--- src/rtl/cdb_arbiter_pkg.sv ---
// Shared constants and helpers for the CDB request arbiter: sizing,
// state codes and station-ID arithmetic.
package cdb_arbiter_pkg;

  localparam int N_RS  = 8;
  localparam int ID_W  = 4;
  localparam int PTR_W = $clog2(N_RS);

  localparam logic [ID_W-1:0] ID_NONE = '0;

  localparam logic [1:0] IDLE    = 2'b00;
  localparam logic [1:0] GRANT   = 2'b01;
  localparam logic [1:0] RELEASE = 2'b10;

  // Station IDs are 1-based so that 0 can mean "no grant" on the bus.
  function automatic logic [ID_W-1:0] to_id(input logic [PTR_W-1:0] idx);
    return ID_W'(idx) + ID_W'(1);
  endfunction

  function automatic logic [N_RS-1:0] onehot(input logic [PTR_W-1:0] idx);
    return N_RS'(1) << idx;
  endfunction

  function automatic logic [PTR_W-1:0] next_ptr(input logic [PTR_W-1:0] idx);
    logic [PTR_W:0] sum;
    sum = {1'b0, idx} + (PTR_W+1)'(1);
    if (sum >= (PTR_W+1)'(N_RS)) sum = sum - (PTR_W+1)'(N_RS);
    return sum[PTR_W-1:0];
  endfunction

endpackage

--- src/rtl/cdb_arbiter_if.sv ---
// Request/grant bus between the reservation stations, the CDB and the
// confirmation decoder.
interface cdb_arbiter_if;
  import cdb_arbiter_pkg::*;

  logic [N_RS-1:0] req;
  logic            ack;
  logic [ID_W-1:0] ID;
  logic            valid;
  logic            pending;

  modport master (input req, ack, output ID, valid, pending);
  modport slave  (output req, ack, input ID, valid, pending);
endinterface

--- src/rtl/cdb_arbiter_rr_picker.sv ---
// Combinational round-robin picker: rotate so ptr sits at bit 0, take the
// lowest set bit, then rotate the index back.
module rr_picker
  import cdb_arbiter_pkg::*;
(
  input  logic [N_RS-1:0]  req,
  input  logic [PTR_W-1:0] ptr,
  output logic             any,
  output logic [PTR_W-1:0] idx
);

  logic [2*N_RS-1:0] dbl;
  logic [N_RS-1:0]   rot;
  logic [PTR_W-1:0]  ridx;
  logic [PTR_W:0]    sum;

  // NOTE: every variable gets a default before any conditional write, so
  // no path leaves it holding its old value and no latch is inferred.
  always_comb begin
    dbl  = {req, req} >> ptr;
    rot  = dbl[N_RS-1:0];
    any  = |req;
    ridx = '0;
    for (int i = N_RS - 1; i >= 0; i--) begin
      if (rot[i]) ridx = PTR_W'(i);
    end
    sum = {1'b0, ridx} + {1'b0, ptr};
    if (sum >= (PTR_W+1)'(N_RS)) sum = sum - (PTR_W+1)'(N_RS);
    idx = sum[PTR_W-1:0];
  end

endmodule

--- src/rtl/cdb_arbiter.sv ---
// Round-robin CDB broadcast arbiter: grants one station, holds it until the
// CDB acks, then waits for the winner to drop its request.
module cdb_arbiter
  import cdb_arbiter_pkg::*;
(
  input  logic          CLK,
  input  logic          CLR,
  cdb_arbiter_if.master bus
);

  logic [1:0]       state;
  logic [PTR_W-1:0] ptr;
  logic [PTR_W-1:0] win;
  logic [ID_W-1:0]  id_r;
  logic             valid_r;

  logic             pick_any;
  logic [PTR_W-1:0] pick_idx;

  rr_picker u_picker (
    .req (bus.req),
    .ptr (ptr),
    .any (pick_any),
    .idx (pick_idx)
  );

  // NOTE: state uses non-blocking assignments so every register samples
  // pre-edge values regardless of statement order.
  always_ff @(posedge CLK or posedge CLR) begin
    if (CLR) begin
      state   <= IDLE;
      ptr     <= '0;
      win     <= '0;
      id_r    <= ID_NONE;
      valid_r <= 1'b0;
    end else begin
      case (state)
        IDLE: begin
          if (pick_any) begin
            win     <= pick_idx;
            id_r    <= to_id(pick_idx);
            valid_r <= 1'b1;
            state   <= GRANT;
          end
        end
        GRANT: begin
          // ack takes priority over a simultaneous withdrawal.
          if (bus.ack) begin
            ptr     <= next_ptr(win);
            valid_r <= 1'b0;
            state   <= RELEASE;
          end else if (!bus.req[win]) begin
            id_r    <= ID_NONE;
            valid_r <= 1'b0;
            state   <= IDLE;
          end
        end
        RELEASE: begin
          // ID is kept so the registered decoder still confirms the winner.
          valid_r <= 1'b0;
          if (!bus.req[win]) begin
            id_r  <= ID_NONE;
            state <= IDLE;
          end
        end
        default: begin
          id_r    <= ID_NONE;
          valid_r <= 1'b0;
          state   <= IDLE;
        end
      endcase
    end
  end

  assign bus.ID      = id_r;
  assign bus.valid   = valid_r;
  assign bus.pending = |(bus.req & ~(valid_r ? onehot(win) : '0));

endmodule

--- src/flat_wrapper.sv ---
// flat-port wrapper written by rule: the top's interface ports become plain ports
module cdb_arbiter_flat import cdb_arbiter_pkg::*;
  (CLK, CLR, bus_req, bus_ack, bus_ID, bus_valid, bus_pending);
  cdb_arbiter_if bus_i ();
  input  logic CLK;
  input  logic CLR;
  input wire logic [$bits(bus_i.req)-1:0] bus_req;
  input wire logic [$bits(bus_i.ack)-1:0] bus_ack;
  output wire logic [$bits(bus_i.ID)-1:0] bus_ID;
  output wire logic [$bits(bus_i.valid)-1:0] bus_valid;
  output wire logic [$bits(bus_i.pending)-1:0] bus_pending;
  assign bus_i.req = bus_req;
  assign bus_i.ack = bus_ack;
  assign bus_ID = bus_i.ID;
  assign bus_valid = bus_i.valid;
  assign bus_pending = bus_i.pending;
  cdb_arbiter u_core (.CLK(CLK), .CLR(CLR), .bus(bus_i));
endmodule
--- config.mk ---
export PLATFORM = sky130hd
export DESIGN_NAME = cdb_arbiter_flat
export DESIGN_NICKNAME = d
export VERILOG_FILES = /design/src/rtl/cdb_arbiter_pkg.sv /design/src/rtl/cdb_arbiter_if.sv /design/src/rtl/cdb_arbiter_rr_picker.sv /design/src/rtl/cdb_arbiter.sv /design/src/flat_wrapper.sv
export SDC_FILE = /design/constraint.sdc
export NUM_CORES = 1
export LEC_CHECK = 0
export CAP_MARGIN = 40
export CORE_UTILIZATION = 40
export CTS_CLUSTER_SIZE = 14
export DETAILED_ROUTE_END_ITERATION = 8
export DONT_BUFFER_PORTS = 1
export GPL_TIMING_DRIVEN = 0
export HOLD_SLACK_MARGIN = 0.15
export PLACE_DENSITY_LB_ADDON = 0.1
export RECOVER_POWER = 50
export SLEW_MARGIN = 20
export SYNTH_ARGS = -nofsm -noshare
export SYNTH_HDL_FRONTEND = slang
export SYNTH_HIERARCHICAL = 1
export SYNTH_SLANG_ARGS = --single-unit
--- constraint.sdc ---
create_clock -name CLK -period 4.7 [get_ports CLK]
set_input_delay 0.705 -clock CLK [delete_from_list [all_inputs] [get_ports CLK]]
set_output_delay 0.705 -clock CLK [all_outputs]
set_load 0.03 [all_outputs]
==> results by group <==
Outcome
  – Status: finished clean

Synthesis
  – Synthesized flop and latch total: 13
  – Top FF cell, synth: dfrtp_1
  – Sequential fraction of the synthesis area: 0.2295
  – Netlist cell types: 39
  – Post-Syn Nets: 160
  – Ys async rst share: 1.000
  – Synthesized cell area: 1418 sq um
  – Post-synthesis cell count: 136
  – Post-synth EDFFs: 0
  – Yosys Warn Count: 6
  – Avg Cell Area, Syn: 10.42 sq um

Floorplan
  – Die area: 3786 sq um
  – Rows: 21
  – Core ar.: 3363 sq um
  – Die H: 61.53 microns
  – Ports: 17
  – Initial Utilization: 0.4215
  – Die width: 61.53 microns

STA
  – Tcrit/Tclk final: 0.7747
  – Slew headroom: 0.5304
  – Fin crit period: 3.641 ns
  – Clock skew: 0.003029 ns
  – Final Hold Vio Count: 0
  – Max Slew Vio Count: 0
  – Fin Setup TNS: 0 ns
  – RSZ-0062 raised after global routing: false
  – Worst-Margin Slew: 0.7173 ns
  – Fmax: 0.2746 GHz
  – # setup viols final: 0

Critical path
  – Critical path class: reg -> reg
  – Setup crit start kind: flop
  – Crit path max fanout: 8
  – CP Capture Type: flop
  – Reg-to-Reg End: u_core/bus.ID[2]
  – Data arrival, critical path: 3.80 ns
  – Reg2reg setup slack: 1.06 ns
  – Critical Path RT: 4.86 ns
  – R2R cell count: 14
  – FF-to-FF Start: u_core/ptr[0]

Placed design
  – HPWL after detailed placement: 2.204 mm
  – Dpl cells: 182
  – Buffers on Ports: 0
  – Placer Congestion: 0.7185

Clock tree
  – TritonCTS clock tree: built
  – Worst-Skew Late Latency: 0.27 ns
  – Hold-fix buffers, CTS: 0
  – Clk root buf: clkbuf_4
  – TritonCTS buffer count: 3
  – H-tree depth: 1
  – Sinks on Clock Net: 13
  – Post-CTS resize count: 0
  – Clock slew at the register clock pins of the worst setup and hold paths: 0.08 ns
  – Post-CTS Setup Bufs: 0
  – CTS Buffer Depth: 2

Finish
  – Diode count: 0
  – Layout cells sized above 1: 0.1786
  – Finished Layout Cells: 186
  – Nets@finish: 165
  – Layout Area Growth over Synthesis: 5.913%

Routing
  – Post-route antenna net violation count: 0
  – TritonRoute pass-1 iters: 4
  – DR vias: 1035
  – Number of remaining DRC errors: 0
  – Vias per cell: 5.565
  – Wirelength per Cell: 15.19 microns
  – Initial DRC count: 50
  – Routed WL: 2.826 mm

Power
  – Share of power burned in registers: 0.233
  – Switch Pwr: 0.5286 mW
  – P_int: 0.6065 mW
  – Pwr Density: 756.0 nW/um^2
  – Clock power share: 0.059
  – Combinational Power Share: 0.708
  – Pleak: 0.6464 nW
  – Switch share: 0.4657
  – IR Drop Worst-Case VDD: 0.3181 mV

Run
  – Max cap viols: 0

Global routing
  – First-pass GRT wire length: 4.947 mm
  – Initial antenna violation count: 0
  – Vias in the first global route: 1051
  – Final global-route overflow total: 0
  – Global Route Usage Sum: 0.1771
  – Largest net degree at the start of global routing: 14

Worst hold path
  – Hold Crit Class: in -> async
-- synthesized netlist by cell type (2+ instances only) --
master    count  area share
o21ai_0       6       0.021
o22ai_1       2      0.0088
mux4_2        2       0.032
a21oi_1       2      0.0071
nor2b_1       5       0.022
nand2_1       9       0.024
buf_6         3       0.024
inv_1        15       0.040
mux2_2        7       0.056
ha_1         12        0.11
nor3_1        3       0.011
mux2_4        2       0.021
nor2_1       10       0.026
dfrtp_1      13        0.23
nand2b_1      2      0.0088
nor4_1        3       0.013
nand3_1       2      0.0071
xnor2_1       3       0.019
mux4_1        6        0.11
mux2i_1      10       0.071
-- final cells by class --
cell class | count | area, sq um
multi-input combinational | 104 | 998.5
fill | 355 | 1862
sequential | 13 | 325.3
tap | 46 | 57.56
inverter | 15 | 56.30
buffer | 4 | 37.54
clock buffer | 4 | 26.28
-- power by group through the flow --
stage	Sequential, mW	Combinational [mW]	Clock (mW)
final	0.264	0.804	0.0668
after global routing	0.275	0.909	0.0768
after CTS	0.266	0.813	0.0717
after detailed placement	0.268	0.805	0
after global placement	0.266	0.793	0
after floorplan	0.249	0.678	0
-- sequential cells by signal, summed over array words and instances, names as in the netlist --
| name | flops |
|---|---|
| u_core/bus.ID | 4 |
| u_core/ptr | 3 |
| u_core/win | 3 |
| u_core/state | 2 |
| u_core/bus.valid | 1 |
-- logic make-up (layout without fill, tap and decap cells) --
kind of cell	Yosys count	in the layout	share of synthesized area
AND/OR/NAND/NOR	38	38	0.1342
multiplexers	27	27	0.2904
AO/OA/AOI/OAI	23	23	0.1412
buffers and inverters	19	23	0.06619
adder cells (fa/ha/maj)	13	13	0.1200
flip-flops	13	13	0.2295
XOR/XNOR	3	3	0.01854
-- through the flow --
stage	hold WS (ns)	worst slack [ns]	power (mW)	utilization	area [sq um]
floorplan	0.4781	1.216	0.9272	-	1418
global placement	0.5139	0.9724	1.059	0.4386	1475
finish	0.3510	1.059	1.135	0.4464	1501
CTS	0.3565	1.042	1.151	0.4464	1501
detailed placement	0.5264	0.9610	1.073	0.4386	1475
global route	0.3803	0.8221	1.260	0.4464	1501
-- critical path, stage by stage (launching register included) --
cell and delay [ns]:
dfrtp_1 0.40, buf_6 0.16, mux4_1 0.58, mux2_2 0.30
nand2b_1 0.15, a21bo_2 0.22, a31oi_1 0.19, ha_1 0.17
inv_1 0.04, fa_1 0.37, xnor2_1 0.14, xnor2_1 0.35
xnor2_1 0.17, nor2_1 0.06, mux2_4 0.25
-- metal layers --
metal,track usage,wire (microns)
met5,0,0
met4,0.01587,8
met3,0.04832,85
met2,0.2965,1424
met1,0.2382,1308
-- placed cells by master (no fill, tap or decap), types with 2 or more instances in the layout --
cell | netlist | layout
nor3_1 | 3 | 3
inv_1 | 15 | 15
mux2_4 | 2 | 2
mux4_1 | 6 | 6
mux2i_1 | 10 | 10
nand2_1 | 9 | 9
nor4_1 | 3 | 3
o22ai_1 | 2 | 2
mux4_2 | 2 | 2
nand3_1 | 2 | 2
nor2_1 | 10 | 10
a21oi_1 | 2 | 2
buf_6 | 3 | 3
ha_1 | 12 | 12
xnor2_1 | 3 | 3
nand2b_1 | 2 | 2
clkbuf_4 | 0 | 3
dfrtp_1 | 13 | 13
mux2_2 | 7 | 7
clkbuf_1 | 1 | 2
nor2b_1 | 5 | 5
o21ai_0 | 6 | 6
-- worst max-delay path by stage --
stage,slack (ns),cells past startpoint,start,to
after global placement,0.97,13,bus_req[7],u_core/bus.ID[2]
after floorplan,1.22,13,bus_req[3],u_core/bus.ID[2]
after CTS,1.04,14,u_core/ptr[0],u_core/bus.ID[2]
final,1.06,14,u_core/ptr[0],u_core/bus.ID[2]
after global routing,0.82,14,u_core/ptr[0],u_core/bus.ID[2]
after detailed placement,0.96,13,bus_req[7],u_core/bus.ID[2]
No activity file was read; power rests on OpenSTA's default activity.
